File: config.mk
export PLATFORM = sky130hd
export DESIGN_NAME = spi_oled_fifo_flat
export DESIGN_NICKNAME = d
export VERILOG_FILES = /design/src/rtl/spi_oled_fifo_if.sv /design/src/rtl/spi_oled_fifo.sv /design/src/flat_wrapper.sv
export SDC_FILE = /design/constraint.sdc
export NUM_CORES = 1
export LEC_CHECK = 0
export CORE_MARGIN = 2
export CORE_UTILIZATION = 30
export DETAILED_ROUTE_END_ITERATION = 12
export GPL_TIMING_DRIVEN = 0
export PLACE_DENSITY = 0.43
export SYNTH_ARGS = -nofsm -noshare
export SYNTH_HDL_FRONTEND = slang
export SYNTH_SLANG_ARGS = --single-unit
File: constraint.sdc
create_clock -name clk -period 6.1 [get_ports clk]
set_clock_uncertainty 0.15 [all_clocks]
set_input_delay 1.22 -clock clk [delete_from_list [all_inputs] [get_ports clk]]
set_output_delay 1.22 -clock clk [all_outputs]
set_load 0.05 [all_outputs]
File: src/rtl/spi_oled_fifo_if.sv
// Control-bus bundle for spi_oled_fifo: the PicoSoC ctrl_wr/ctrl_rd/ctrl_done
// request/complete handshake with byte address and 32-bit data paths.
interface spi_oled_fifo_if;
   logic        ctrl_wr;
   logic        ctrl_rd;
   logic [7:0]  ctrl_addr;
   logic [31:0] ctrl_wdat;
   logic [31:0] ctrl_rdat;
   logic        ctrl_done;

   modport master (
      output ctrl_wr, ctrl_rd, ctrl_addr, ctrl_wdat,
      input  ctrl_rdat, ctrl_done
   );

   modport slave (
      input  ctrl_wr, ctrl_rd, ctrl_addr, ctrl_wdat,
      output ctrl_rdat, ctrl_done
   );
endinterface

File: src/rtl/spi_oled_fifo.sv
// spi_oled_fifo: write-only SPI master for OLED/LCD panels. Entries of
// {WIDE, D/C, data} are queued in a TX FIFO and shifted out MSB first, with
// optional automatic chip-select framing that chains back-to-back entries.
module spi_oled_fifo #(
   parameter int FIFO_DEPTH = 16,
   parameter int PRESCALE_W = 8
) (
   input  logic           clk,
   input  logic           resetn,
   spi_oled_fifo_if.slave bus,
   output logic           spi_sclk,
   output logic           spi_mosi,
   output logic           spi_cs,
   output logic           spi_dc,
   output logic           spi_rst
);
   localparam int          AW      = $clog2(FIFO_DEPTH);
   localparam logic [AW:0] LP_FULL = (AW+1)'(FIFO_DEPTH);

   localparam logic [7:0] A_PRESCALE = 8'h00;
   localparam logic [7:0] A_CTRL     = 8'h04;
   localparam logic [7:0] A_TXDATA   = 8'h08;
   localparam logic [7:0] A_STATUS   = 8'h0C;

   typedef enum logic [2:0] {S_IDLE, S_SETUP, S_SHIFT, S_HOLD, S_GAP} state_t;

   // Register file and bus handshake
   logic [PRESCALE_W-1:0] r_prescale;
   logic [4:0]            r_ctrl;        // {RST, AUTO_CS, CS, CPOL, CPHA}
   logic                  r_done;
   logic [31:0]           r_rdat;

   // FIFO
   logic [17:0]           r_mem [FIFO_DEPTH];
   logic [AW:0]           r_wr_ptr;
   logic [AW:0]           r_rd_ptr;

   // Engine
   state_t                r_state;
   state_t                w_state_nxt;
   logic [PRESCALE_W-1:0] r_div;
   logic [PRESCALE_W-1:0] r_p;
   logic                  r_cpol, r_cpha, r_wide, r_auto, r_half;
   logic [3:0]            r_bit;
   logic [15:0]           r_sh;
   logic                  r_sclk, r_mosi, r_cs, r_dc;

   logic                  w_wr, w_rd, w_push, w_pop, w_flush, w_done_nxt;
   logic [AW:0]           w_level;
   logic                  w_empty, w_full, w_busy;
   logic [4:0]            w_ctrl_nxt;
   logic [17:0]           w_head;
   logic [15:0]           w_head_data;
   logic                  w_tick, w_last_bit, w_auto_eff;
   logic [31:0]           w_rdata;
   logic                  w_unused;

   // A held request is taken only while no completion pulse is outstanding.
   assign w_wr        = bus.ctrl_wr & ~r_done;
   assign w_rd        = bus.ctrl_rd & ~bus.ctrl_wr & ~r_done;
   assign w_level     = r_wr_ptr - r_rd_ptr;
   assign w_empty     = (w_level == '0);
   assign w_full      = (w_level == LP_FULL);
   assign w_busy      = ~w_empty | (r_state != S_IDLE);
   // A push into a full FIFO stalls, unless the engine frees a slot this cycle.
   assign w_push      = w_wr && (bus.ctrl_addr == A_TXDATA) && (!w_full || w_pop);
   assign w_done_nxt  = w_rd || (w_wr && (bus.ctrl_addr != A_TXDATA)) || w_push;
   assign w_flush     = w_wr && (bus.ctrl_addr == A_STATUS) && bus.ctrl_wdat[0];
   assign w_ctrl_nxt  = (w_wr && (bus.ctrl_addr == A_CTRL)) ? bus.ctrl_wdat[4:0] : r_ctrl;
   assign w_head      = r_mem[r_rd_ptr[AW-1:0]];
   // Narrow frames are left-aligned so the shifter always emits bit 15 first.
   assign w_head_data = w_head[17] ? w_head[15:0] : {w_head[7:0], 8'h00};
   assign w_tick      = (r_div == r_p);
   assign w_last_bit  = (r_bit == (r_wide ? 4'd15 : 4'd7));
   // In IDLE the live CTRL decides CS; inside a frame the value latched at pop.
   assign w_auto_eff  = (r_state == S_IDLE) ? r_ctrl[3] : r_auto;
   assign w_unused    = ^bus.ctrl_wdat[31:18];

   // Engine state register
   // NOTE: sequential state uses non-blocking assignments so every flop samples pre-edge values.
   always_ff @(posedge clk or negedge resetn) begin
      if (!resetn) r_state <= S_IDLE;
      else         r_state <= w_state_nxt;
   end

   // Engine next state and pop decision
   // NOTE: every output of this block gets a default first, so no path can infer a latch.
   always_comb begin
      w_state_nxt = r_state;
      w_pop       = 1'b0;
      case (r_state)
         S_IDLE: begin
            if (!w_empty) begin
               w_pop       = 1'b1;
               w_state_nxt = S_SETUP;
            end
         end
         S_SETUP: if (w_tick) w_state_nxt = S_SHIFT;
         S_SHIFT: begin
            if (w_tick && r_half && w_last_bit) begin
               if (!w_empty && r_auto) begin
                  w_pop       = 1'b1;        // chain: next frame starts without SETUP
                  w_state_nxt = S_SHIFT;
               end else begin
                  w_state_nxt = S_HOLD;
               end
            end
         end
         S_HOLD:  if (w_tick) w_state_nxt = S_GAP;
         S_GAP:   if (w_tick) w_state_nxt = S_IDLE;
         default: w_state_nxt = S_IDLE;
      endcase
   end

   // Register writes, read data capture and completion pulse
   always_ff @(posedge clk or negedge resetn) begin
      if (!resetn) begin
         r_prescale <= '0;
         r_ctrl     <= 5'h13;
         r_done     <= 1'b0;
         r_rdat     <= '0;
      end else begin
         r_done <= w_done_nxt;
         r_rdat <= w_rd ? w_rdata : '0;
         if (w_wr && (bus.ctrl_addr == A_PRESCALE)) r_prescale <= bus.ctrl_wdat[PRESCALE_W-1:0];
         r_ctrl <= w_ctrl_nxt;
      end
   end

   // Read multiplexer
   always_comb begin
      w_rdata = '0;
      case (bus.ctrl_addr)
         A_PRESCALE: w_rdata = 32'(r_prescale);
         A_CTRL:     w_rdata = {27'd0, r_ctrl};
         A_STATUS:   w_rdata = {16'd0, 8'(w_level), 5'd0, w_full, w_empty, w_busy};
         default:    w_rdata = '0;
      endcase
   end

   // FIFO pointers; FLUSH discards queued entries but not the frame already popped
   always_ff @(posedge clk or negedge resetn) begin
      if (!resetn) begin
         r_wr_ptr <= '0;
         r_rd_ptr <= '0;
      end else begin
         if (w_push)      r_wr_ptr <= r_wr_ptr + (AW+1)'(1);
         if (w_flush)     r_rd_ptr <= r_wr_ptr;
         else if (w_pop)  r_rd_ptr <= r_rd_ptr + (AW+1)'(1);
      end
   end

   // FIFO storage
   // NOTE: the storage array has no reset; the pointers alone define which entries are valid.
   always_ff @(posedge clk) begin
      if (w_push) r_mem[r_wr_ptr[AW-1:0]] <= bus.ctrl_wdat[17:0];
   end

   // Shift engine datapath: half-period divider, bit shifter and pin drivers
   always_ff @(posedge clk or negedge resetn) begin
      if (!resetn) begin
         r_div  <= '0;
         r_p    <= '0;
         r_cpol <= 1'b1;
         r_cpha <= 1'b1;
         r_wide <= 1'b0;
         r_auto <= 1'b0;
         r_half <= 1'b0;
         r_bit  <= '0;
         r_sh   <= '0;
         r_sclk <= 1'b1;
         r_mosi <= 1'b0;
         r_cs   <= 1'b1;
         r_dc   <= 1'b0;
      end else begin
         r_div <= (r_state == S_IDLE || w_tick) ? '0 : r_div + PRESCALE_W'(1);

         if (w_pop) begin
            r_p    <= r_prescale;
            r_cpol <= r_ctrl[1];
            r_cpha <= r_ctrl[0];
            r_auto <= r_ctrl[3];
            r_wide <= w_head[17];
            r_dc   <= w_head[16];
            r_half <= 1'b0;
            r_bit  <= '0;
            r_sclk <= r_ctrl[1];
            if (!r_ctrl[0]) begin
               r_mosi <= w_head_data[15];
               r_sh   <= {w_head_data[14:0], 1'b0};
            end else begin
               r_sh   <= w_head_data;
            end
         end else if (r_state == S_IDLE) begin
            r_sclk <= w_ctrl_nxt[1];
         end else if (r_state == S_SHIFT && w_tick) begin
            r_half <= ~r_half;
            r_sclk <= r_half ? r_cpol : ~r_cpol;
            if (r_half) r_bit <= r_bit + 4'd1;
            // CPHA=0 moves data on the trailing edge, CPHA=1 on the leading edge.
            if (r_half != r_cpha) begin
               r_mosi <= r_sh[15];
               r_sh   <= {r_sh[14:0], 1'b0};
            end
         end

         if (w_pop)
            r_cs <= r_ctrl[3] ? 1'b0 : r_ctrl[2];
         else if (!w_auto_eff)
            r_cs <= r_ctrl[2];
         else if (r_state == S_IDLE || (r_state == S_HOLD && w_tick))
            r_cs <= 1'b1;
      end
   end

   assign bus.ctrl_done = r_done;
   assign bus.ctrl_rdat = r_rdat;
   assign spi_sclk      = r_sclk;
   assign spi_mosi      = r_mosi;
   assign spi_cs        = r_cs;
   assign spi_dc        = r_dc;
   assign spi_rst       = r_ctrl[4];
endmodule

File: src/flat_wrapper.sv
// flat-port wrapper written by rule: the top's interface ports become plain ports
module spi_oled_fifo_flat 
#(
   parameter int FIFO_DEPTH = 16,
   parameter int PRESCALE_W = 8
)
  (clk, resetn, spi_sclk, spi_mosi, spi_cs, spi_dc, spi_rst, bus_ctrl_wr, bus_ctrl_rd, bus_ctrl_addr, bus_ctrl_wdat, bus_ctrl_rdat, bus_ctrl_done);
  spi_oled_fifo_if bus_i ();
  input  logic clk;
  input  logic resetn;
  output logic spi_sclk;
  output logic spi_mosi;
  output logic spi_cs;
  output logic spi_dc;
  output logic spi_rst;
  input wire logic [$bits(bus_i.ctrl_wr)-1:0] bus_ctrl_wr;
  input wire logic [$bits(bus_i.ctrl_rd)-1:0] bus_ctrl_rd;
  input wire logic [$bits(bus_i.ctrl_addr)-1:0] bus_ctrl_addr;
  input wire logic [$bits(bus_i.ctrl_wdat)-1:0] bus_ctrl_wdat;
  output wire logic [$bits(bus_i.ctrl_rdat)-1:0] bus_ctrl_rdat;
  output wire logic [$bits(bus_i.ctrl_done)-1:0] bus_ctrl_done;
  assign bus_i.ctrl_wr = bus_ctrl_wr;
  assign bus_i.ctrl_rd = bus_ctrl_rd;
  assign bus_i.ctrl_addr = bus_ctrl_addr;
  assign bus_i.ctrl_wdat = bus_ctrl_wdat;
  assign bus_ctrl_rdat = bus_i.ctrl_rdat;
  assign bus_ctrl_done = bus_i.ctrl_done;
  spi_oled_fifo #(.FIFO_DEPTH(FIFO_DEPTH), .PRESCALE_W(PRESCALE_W)) u_core (.clk(clk), .resetn(resetn), .bus(bus_i), .spi_sclk(spi_sclk), .spi_mosi(spi_mosi), .spi_cs(spi_cs), .spi_dc(spi_dc), .spi_rst(spi_rst));
endmodule
==> results.txt, run 1 <==
The number of cells on the worst reg-to-reg path came out at 12. The number of violations of the max-capacitance limit came out at 0. The area used by sequential logic in the layout came out at 10,800 sq um.

The largest net degree at the start of global routing is 51. The first-pass GRT wire length is 58,900 um. The share of the synthesized area in the top cell type is 55.7%. The fill cell total of the finished layout is 4,818. Relative to the synthesized area, the layout overhead comes to 20.5%.

The count of synthesis-stage warnings from yosys came out at 0. The minimum clock period after layout is 5710 ps. The data required time at the worst endpoint came out at 6220 ps. After detailed placement, the design holds a cell count of 1,683. STA classifies the critical path startpoint as a register. In this run the horizontal extent of the chip is 231 um. Data on the critical path arrives at its endpoint at 5830 ps.

The number of storage elements in the synthesis netlist is 373. The initial cell density of the core is 30.3%. TritonCTS built the clock tree. The initial antenna violation count is 0. The die footprint came out at 53,600 sq um. Yosys instantiated no cell more often than sky130_fd_sc_hd__edfxtp_1. The mean routed wirelength per cell is 22.4 um.

The routed wire length came out at 39,600 um. The fraction of the cycle the final worst path needs came out at 93.6%. The power density relative to cell area is 444 nW/um^2. The last weighted congestion value of the routability-driven placer came out at 0.732. The post-synthesis area per instance is 16.8 sq um. The first-pass iteration count of the detailed router came out at 4.

The vertical die dimension is 231 um. The worst setup path is captured at a register. The count of buffers from port buffering is 48. The number of clock sinks came out at 373. Sorting the synthesized cells by how often they occur yields sky130_fd_sc_hd__edfxtp_1, sky130_fd_sc_hd__dfrtp_1, sky130_fd_sc_hd__mux4_2. The total CTS buffers came out at 45. The DRC marker count from the first detailed-route iteration is 695. The maximum clock path buffer count came out at 3. The worst hold path cell count is 2.

The finished layout holds 1,765 standard cells, fillers aside. The top routing layer in use is met4. The final-report max-slew violation count came out at 0.

The via count of the first global-routing pass came out at 8,716. The global-route total usage across every layer came out at 15.1%. The number of primary I/O pins is 82. The number of standard cells after synthesis came out at 922.

Global routing finished with a remaining overflow of 0. The level count of the clock H-tree came out at 2. The critical path goes through clkinv_1 > buf_1 > ha_1 > and3b_1 > and4_1 > nor2_1 > o211ai_2 > a2111oi_4 > nand2_1 > nor3_2 > buf_6 > buf_6.

The instance area at placement is 17,200 sq um. The largest total area in the synthesized netlist belongs to sky130_fd_sc_hd__edfxtp_1. Summing all multi-input logic gate instances after layout gives 4440 sq um.

The core area is 51,200 sq um. The clock-pin slew on the worst setup and hold paths is 60 ps. The worst voltage drop across the vdd grid is 0.251 mV. The floorplan has 83 rows.

The post-synthesis cell area came out at 15,500 sq um. Summed over all nets, wire length on met2 after detailed routing comes to 19,400 um. The timing-limited maximum frequency came out at 0.175 GHz. The via count of the routed design came out at 8,442.

The class of the worst hold path is register to register. The critical path is of the register to register type. The number of hold-slack violations in the final timing report came out at 0. The core occupancy in the finished layout is 36.5%. The tree is rooted in a sky130_fd_sc_hd__clkbuf_16.

The worst pin sits at a relative slew slack of 25.4%. The length of routed met3 wiring came out at 1400 um. The cell with the largest stage delay on the worst path is sky130_fd_sc_hd__a2111oi_4. The final instance area came out at 18,700 sq um. Setup repair after global routing left no endpoint under its margin. Ranked by total cell area, the synthesized netlist is headed by sky130_fd_sc_hd__edfxtp_1, sky130_fd_sc_hd__dfrtp_1, sky130_fd_sc_hd__mux4_2.

The critical-path maximum fanout is 10. The library cell appearing most often on the critical path is sky130_fd_sc_hd__buf_6. In the synthesized netlist the dominant register cell turns out to be sky130_fd_sc_hd__edfxtp_1. The number of antenna diodes in the final layout is 0. The run finished with clean final reports. The sequential share of the synthesized area is 69.5%. Of all flip-flops after synthesis, the portion carrying an async set or reset was 22.8%. Counting flops with a built-in enable in the synthesized netlist gives 288. The sum of net half-perimeters after detailed placement is 26,500 um. The number of distinct library cells after synthesis came out at 60.

The leakage power came out at 6.59 nW. Of the cells placed in the final design, the portion with a size suffix greater than 1 is 23.0%. The pin slew with the least headroom to its limit came out at 1120 ps. After detailed routing, the wire length on met1 is 17,900 um. The post-route antenna net violation count is 0. Dividing the detail-routed via count by the number of cells gives 4.78.

In the final design database the tool counted 1,105 nets. The longest individual stage delay on the worst path is 750 ps. The total setup violations reported at the end of the flow came out at 0. The later-pin clock latency in the skew report is 580 ps. After detailed routing, the number of remaining DRC violations is 0.
==> sequential cells by signal, summed over array words and instances, names as in the netlist, 3 cells and up <==
name	flops
u_core.r_bit	4
u_core.r_ctrl	5
u_core.r_prescale	8
u_core.r_state	3
u_core.bus.ctrl_rdat	13
u_core.r_rd_ptr	5
u_core.r_p	8
u_core.r_sh	16
u_core.r_wr_ptr	5
u_core.r_mem	288
u_core.r_div	8
==> stage by stage <==
stage	setup TNS (ps)	hold slack (ps)	setup slack, ps	total power [mW]
finish	0	323	390	8.30
floorplan	0	296	1220	4.85
global route	0	349	54.4	8.71
CTS	0	326	262	8.42
global placement	-382590	310	-2420	5.74
detailed placement	-10850	316	-231	5.75
==> final cells by class <==
| class | count | area share (%) |
|---|---|---|
| plain buffers | 63 | 1.96 |
| clock buffers | 58 | 6.45 |
| clock inverters | 25 | 1.37 |
| inverters | 18 | 0.362 |
| multi-input cells | 485 | 23.8 |
| flip-flops and latches | 373 | 57.7 |
| well taps | 680 | 4.55 |
| repair buffers | 63 | 3.85 |
==> power by group <==
part	leakage (nW)	internal (mW)	switching [mW]
Sequential	3.67	2.88	0.102
Combinational	2.21	1.06	1.61
Clock	0.710	1.57	1.07
==> cells in the final DEF, fill, tap and decap left out, types with 7 or more instances in the layout <==
| cell type | Yosys | layout |
|---|---|---|
| sky130_fd_sc_hd__a21oi_1 | 30 | 30 |
| sky130_fd_sc_hd__a221oi_1 | 9 | 9 |
| sky130_fd_sc_hd__buf_2 | 20 | 20 |
| sky130_fd_sc_hd__buf_4 | 26 | 28 |
| sky130_fd_sc_hd__buf_6 | 1 | 8 |
| sky130_fd_sc_hd__clkbuf_1 | 12 | 23 |
| sky130_fd_sc_hd__clkbuf_16 | 0 | 46 |
| sky130_fd_sc_hd__clkdlybuf4s50_1 | 0 | 47 |
| sky130_fd_sc_hd__clkinv_1 | 1 | 7 |
| sky130_fd_sc_hd__clkinv_2 | 0 | 9 |
| sky130_fd_sc_hd__conb_1 | 1 | 19 |
| sky130_fd_sc_hd__dfrtp_1 | 78 | 78 |
| sky130_fd_sc_hd__dfstp_2 | 7 | 7 |
| sky130_fd_sc_hd__edfxtp_1 | 288 | 288 |
| sky130_fd_sc_hd__ha_1 | 11 | 11 |
| sky130_fd_sc_hd__inv_1 | 16 | 16 |
| sky130_fd_sc_hd__mux2_2 | 23 | 23 |
| sky130_fd_sc_hd__mux2i_1 | 56 | 56 |
| sky130_fd_sc_hd__mux4_2 | 65 | 65 |
| sky130_fd_sc_hd__nand2_1 | 26 | 26 |
| sky130_fd_sc_hd__nand2b_1 | 9 | 9 |
| sky130_fd_sc_hd__nand3_1 | 12 | 12 |
| sky130_fd_sc_hd__nand4_1 | 8 | 8 |
| sky130_fd_sc_hd__nor2_1 | 61 | 50 |
| sky130_fd_sc_hd__nor2b_1 | 9 | 9 |
| sky130_fd_sc_hd__nor3_1 | 14 | 10 |
| sky130_fd_sc_hd__o211ai_1 | 7 | 7 |
| sky130_fd_sc_hd__o21ai_0 | 29 | 29 |
| sky130_fd_sc_hd__o22ai_1 | 10 | 10 |
| sky130_fd_sc_hd__o31ai_1 | 7 | 7 |
| sky130_fd_sc_hd__xnor2_1 | 20 | 20 |
| sky130_fd_sc_hd__xor2_1 | 11 | 11 |
==> routing by layer <==
metal	vias up	track usage, %
li1	3822	-
met4	0	4.52
met1	4418	20.5
met3	50	2.20
met5	-	0
met2	152	25.2
==> critical path: cells and delay by family, from the launching register on <==
family	cells	cell delay (ps)
AO/OA/AOI/OAI	2	1050
buffers and inverters	4	1380
AND/OR/NAND/NOR	5	1690
adder cells (fa/ha/maj)	1	580
flip-flops	1	510
==> timing repair <==
item / CTS / global route
hold buffers: 0 / 0
setup buffers: 0 / 0
gates resized for setup: 0 / 1
endpoints found under the setup margin: 163 / 8
pin swaps: 0 / 0
==> final timing paths <==
check / start / end / slack (ps)
setup reg to reg: u_core.r_rd_ptr[3]$_DFFE_PN0P_ / u_core.r_mem[3][1]$_DFFE_PP_ / 390
hold / removal: u_core.r_cpha$_DFFE_PN1P_ / u_core.r_cpha$_DFFE_PN1P_ / 320
hold reg to reg: u_core.r_cpha$_DFFE_PN1P_ / u_core.r_cpha$_DFFE_PN1P_ / 320
setup / recovery: u_core.r_rd_ptr[3]$_DFFE_PN0P_ / u_core.r_mem[3][1]$_DFFE_PP_ / 390
max in group asynchronous: resetn / u_core.r_cpha$_DFFE_PN1P_ / 4620
min in group asynchronous: resetn / u_core.r_wr_ptr[1]$_DFFE_PN0P_ / 470
==> kinds of logic (layout without fill, tap and decap cells) <==
logic type,after synthesis,count (layout),synth area share (%)
flip-flops,373,373,69.5
AND/OR/NAND/NOR,165,165,5.24
multiplexers,145,145,14.8
AO/OA/AOI/OAI,113,113,4.82
buffers and inverters,82,227,2.82
XOR/XNOR,31,31,1.75
adder cells (fa/ha/maj),12,12,1.02
other,1,19,0.0242
(Power assumes the default switching activity.)
==> run 2: changes to the inputs <==
DONT_BUFFER_PORTS = 1   (was unset)
PLACE_DENSITY = 0.41   (was 0.43)
==> results.txt, run 2 (synthesized netlist as in run 1, its figures left out) <==
The number of hold-slack violations in the final timing report is 0. The number of antenna diodes came out at 0. The area used by sequential logic in the layout came out at 10,800 sq um. The fill cell total of the finished layout is 4,877. The minimum clock period after layout came out at 5780 ps. The initial cell density of the core came out at 30.3%. The critical-path maximum fanout is 10. The arrival time reported for the critical path endpoint is 5890 ps. Post-CTS timing repair inserted 0 buffers for setup. The mean routed wirelength per cell came out at 23.5 um. The H-tree was split into 2 levels. The CTS tree is built. The via count of the routed design came out at 8,180. The initial antenna violation count was 0. The net total in the final layout is 1,051.

The proportion of layout cells with a drive suffix above 1 came out at 23.2%. The maximum clock path buffer count came out at 3. The critical path is of the register to register type. The library cell appearing most often on the critical path is sky130_fd_sc_hd__buf_6. The post-placement worst setup slack is -314 ps. After layout, the design draws a total of 8.08 mW. The flip-flop count of the largest register, all copies and words added is 288. The worst setup path is captured at a register. The worst setup path is launched from a register. The multi-input combinational cells in the finished layout cover a total of 4470 sq um. The total overflow left after global routing is 0. The die extent in x came out at 231 um. The data required time at the worst endpoint is 6220 ps. At the end of routability-driven placement, the weighted congestion stood at 0.722. The number of primary I/O pins is 82. The area growth from synthesis to layout is 16.3%. Setup repair after global routing left no endpoint under its margin. The signal on the critical path passes through clkinv_1 > buf_1 > ha_1 > and3b_1 > and4_1 > nor2_1 > o211ai_2 > a2111oi_4 > nand2_1 > nor3_2 > buf_6 > buf_6. The sum of net half-perimeters after detailed placement came out at 26,000 um. For this design, the slowest cell found on the critical path is sky130_fd_sc_hd__a2111oi_4. Buffers placed on the I/O ports in this run total 0. The relative max-transition margin came out at 19.8%. The total negative setup slack came out at 0 ps. Excluding fillers, the count of instances in the completed layout stands at 1,709. After detailed routing, the number of vias per cell comes to 4.79. Counting every sink on the clock net gives 373. Leaving out fill and tap cells, the most frequent cell in the layout is sky130_fd_sc_hd__edfxtp_1.

On the worst path, the slowest cell contributes a delay of 780 ps. The class of the worst hold path is primary input to async pin. The smallest setup slack after layout is 324 ps. The first-pass iteration count of the detailed router is 5. Global routing used 15.4% of the available tracks.

For this run, design rule violations remaining after detail routing come to 0. The die footprint is 53,600 sq um. The cell at the root of the clock tree is sky130_fd_sc_hd__clkbuf_16.

The number of violations of the max-capacitance limit is 0. The core area is 51,200 sq um. The fraction of the cycle the final worst path needs is 94.7%. In this run the static leakage power is 6.31 nW.

The timing-limited maximum frequency came out at 0.173 GHz. In this run the remaining antenna-violating nets after routing total 0. The total setup violations reported at the end of the flow came out at 0. The total CTS buffers came out at 43. After detailed placement, the design holds a cell count of 1,631. The via count of the first global-routing pass was 8,568. The clock-pin slew on the worst setup and hold paths is 60 ps.

For the pin with the worst max-slew slack, the measured transition is 1200 ps. The worst hold slack is 199 ps. After detailed routing, the total wire length is 40,200 um. The run finished with clean final reports. The later-pin clock latency in the skew report came out at 580 ps. The worst voltage drop across the vdd grid is 0.191 mV. The first global-routing pass estimated 59,300 um of wire. The DRC marker count from the first detailed-route iteration came out at 627. The largest net degree at the start of global routing came out at 86. The final-report max-slew violation count came out at 0. In the layout the commonest cells are sky130_fd_sc_hd__edfxtp_1, sky130_fd_sc_hd__dfrtp_1, sky130_fd_sc_hd__mux4_2. The vertical die dimension came out at 231 um. Power spread over the standard cell area amounts to 447 nW/um^2. The number of placement rows is 83.
run 2: changes by cell type in the layout (fill, tap and decap cells not counted), moves of 2 or more:
cell	previous run	this run
sky130_fd_sc_hd__nor2_2	6	3
sky130_fd_sc_hd__inv_6	1	3
sky130_fd_sc_hd__clkinv_2	9	7
sky130_fd_sc_hd__clkbuf_1	23	21
sky130_fd_sc_hd__nor3_4	1	3
sky130_fd_sc_hd__clkbuf_16	46	43
sky130_fd_sc_hd__nor3_2	3	1
sky130_fd_sc_hd__clkinv_1	7	11
sky130_fd_sc_hd__buf_8	3	0
sky130_fd_sc_hd__clkdlybuf4s50_1	47	0
sky130_fd_sc_hd__nor2_4	5	8
run 2: critical path: cells and delay by family, from the launching register on:
kind                       cells  cell delay, ps
and+or+nand+nor                5            1630
buffers and inverters          4            1450
AOI/OAI and AO/OA              2            1070
adders and majority gates      1             580
DFF                            1             550
run 2: where the power goes:
group / leakage (nW) / internal [mW] / switching, mW
logic: 1.99 / 1.02 / 1.53
registers: 3.67 / 2.88 / 0.147
clock network: 0.654 / 1.43 / 1.07
total: 6.31 / 5.33 / 2.75
run 2: repair_timing:
item	in CTS	in global routing
gates resized for setup	0	3
cloned	0	0
setup endpoints to repair	176	24
hold buffers	0	0
run 2: final timing paths:
kind                                                 to  slack, ps  cells past startpoint                           start
setup / recovery           u_core.r_mem[0][3]$_DFFE_PP_        320                     12  u_core.r_rd_ptr[3]$_DFFE_PN0P_
hold / removal                u_core.r_div[3]$_DFF_PN0_        200                      0                          resetn
setup reg to reg           u_core.r_mem[0][3]$_DFFE_PP_        320                     12  u_core.r_rd_ptr[3]$_DFFE_PN0P_
hold reg to reg               u_core.r_cpha$_DFFE_PN1P_        320                      2       u_core.r_cpha$_DFFE_PN1P_
max in group asynchronous     u_core.r_cpol$_DFFE_PN1P_       5370                      0                          resetn
min in group clk              u_core.r_cpha$_DFFE_PN1P_        320                      2       u_core.r_cpha$_DFFE_PN1P_
run 2: area by class of cell:
cell class / instances / area share (%)
plain buffers: 63 / 2.03
flip-flops and latches: 373 / 59.8
inverters: 18 / 0.374
multi-input cells: 485 / 24.8
clock inverters: 27 / 1.29
clock buffers: 52 / 6.15
repair buffers: 11 / 0.936
well taps: 680 / 4.71
run 2: metrics by stage:
stage,util (%),instance area [sq um]
6_report,35.3,18000
5_1_grt,35.3,18000
4_1_cts,35.2,18000
3_5_place_dp,32.6,16700
3_3_place_gp,32.1,16400
2_1_floorplan,-,15600
run 2: metal layers:
layer | vias up | GRT usage, % | routed length (um) | part of all wire [%]
met1 | 4290 | 20.6 | 18200 | 45
met2 | 131 | 25.1 | 19500 | 49
met4 | 0 | 4.96 | 1010 | 2.5
met3 | 63 | 2.87 | 1500 | 3.7
li1 | 3696 | - | - | -
met5 | - | 0 | 0 | 0
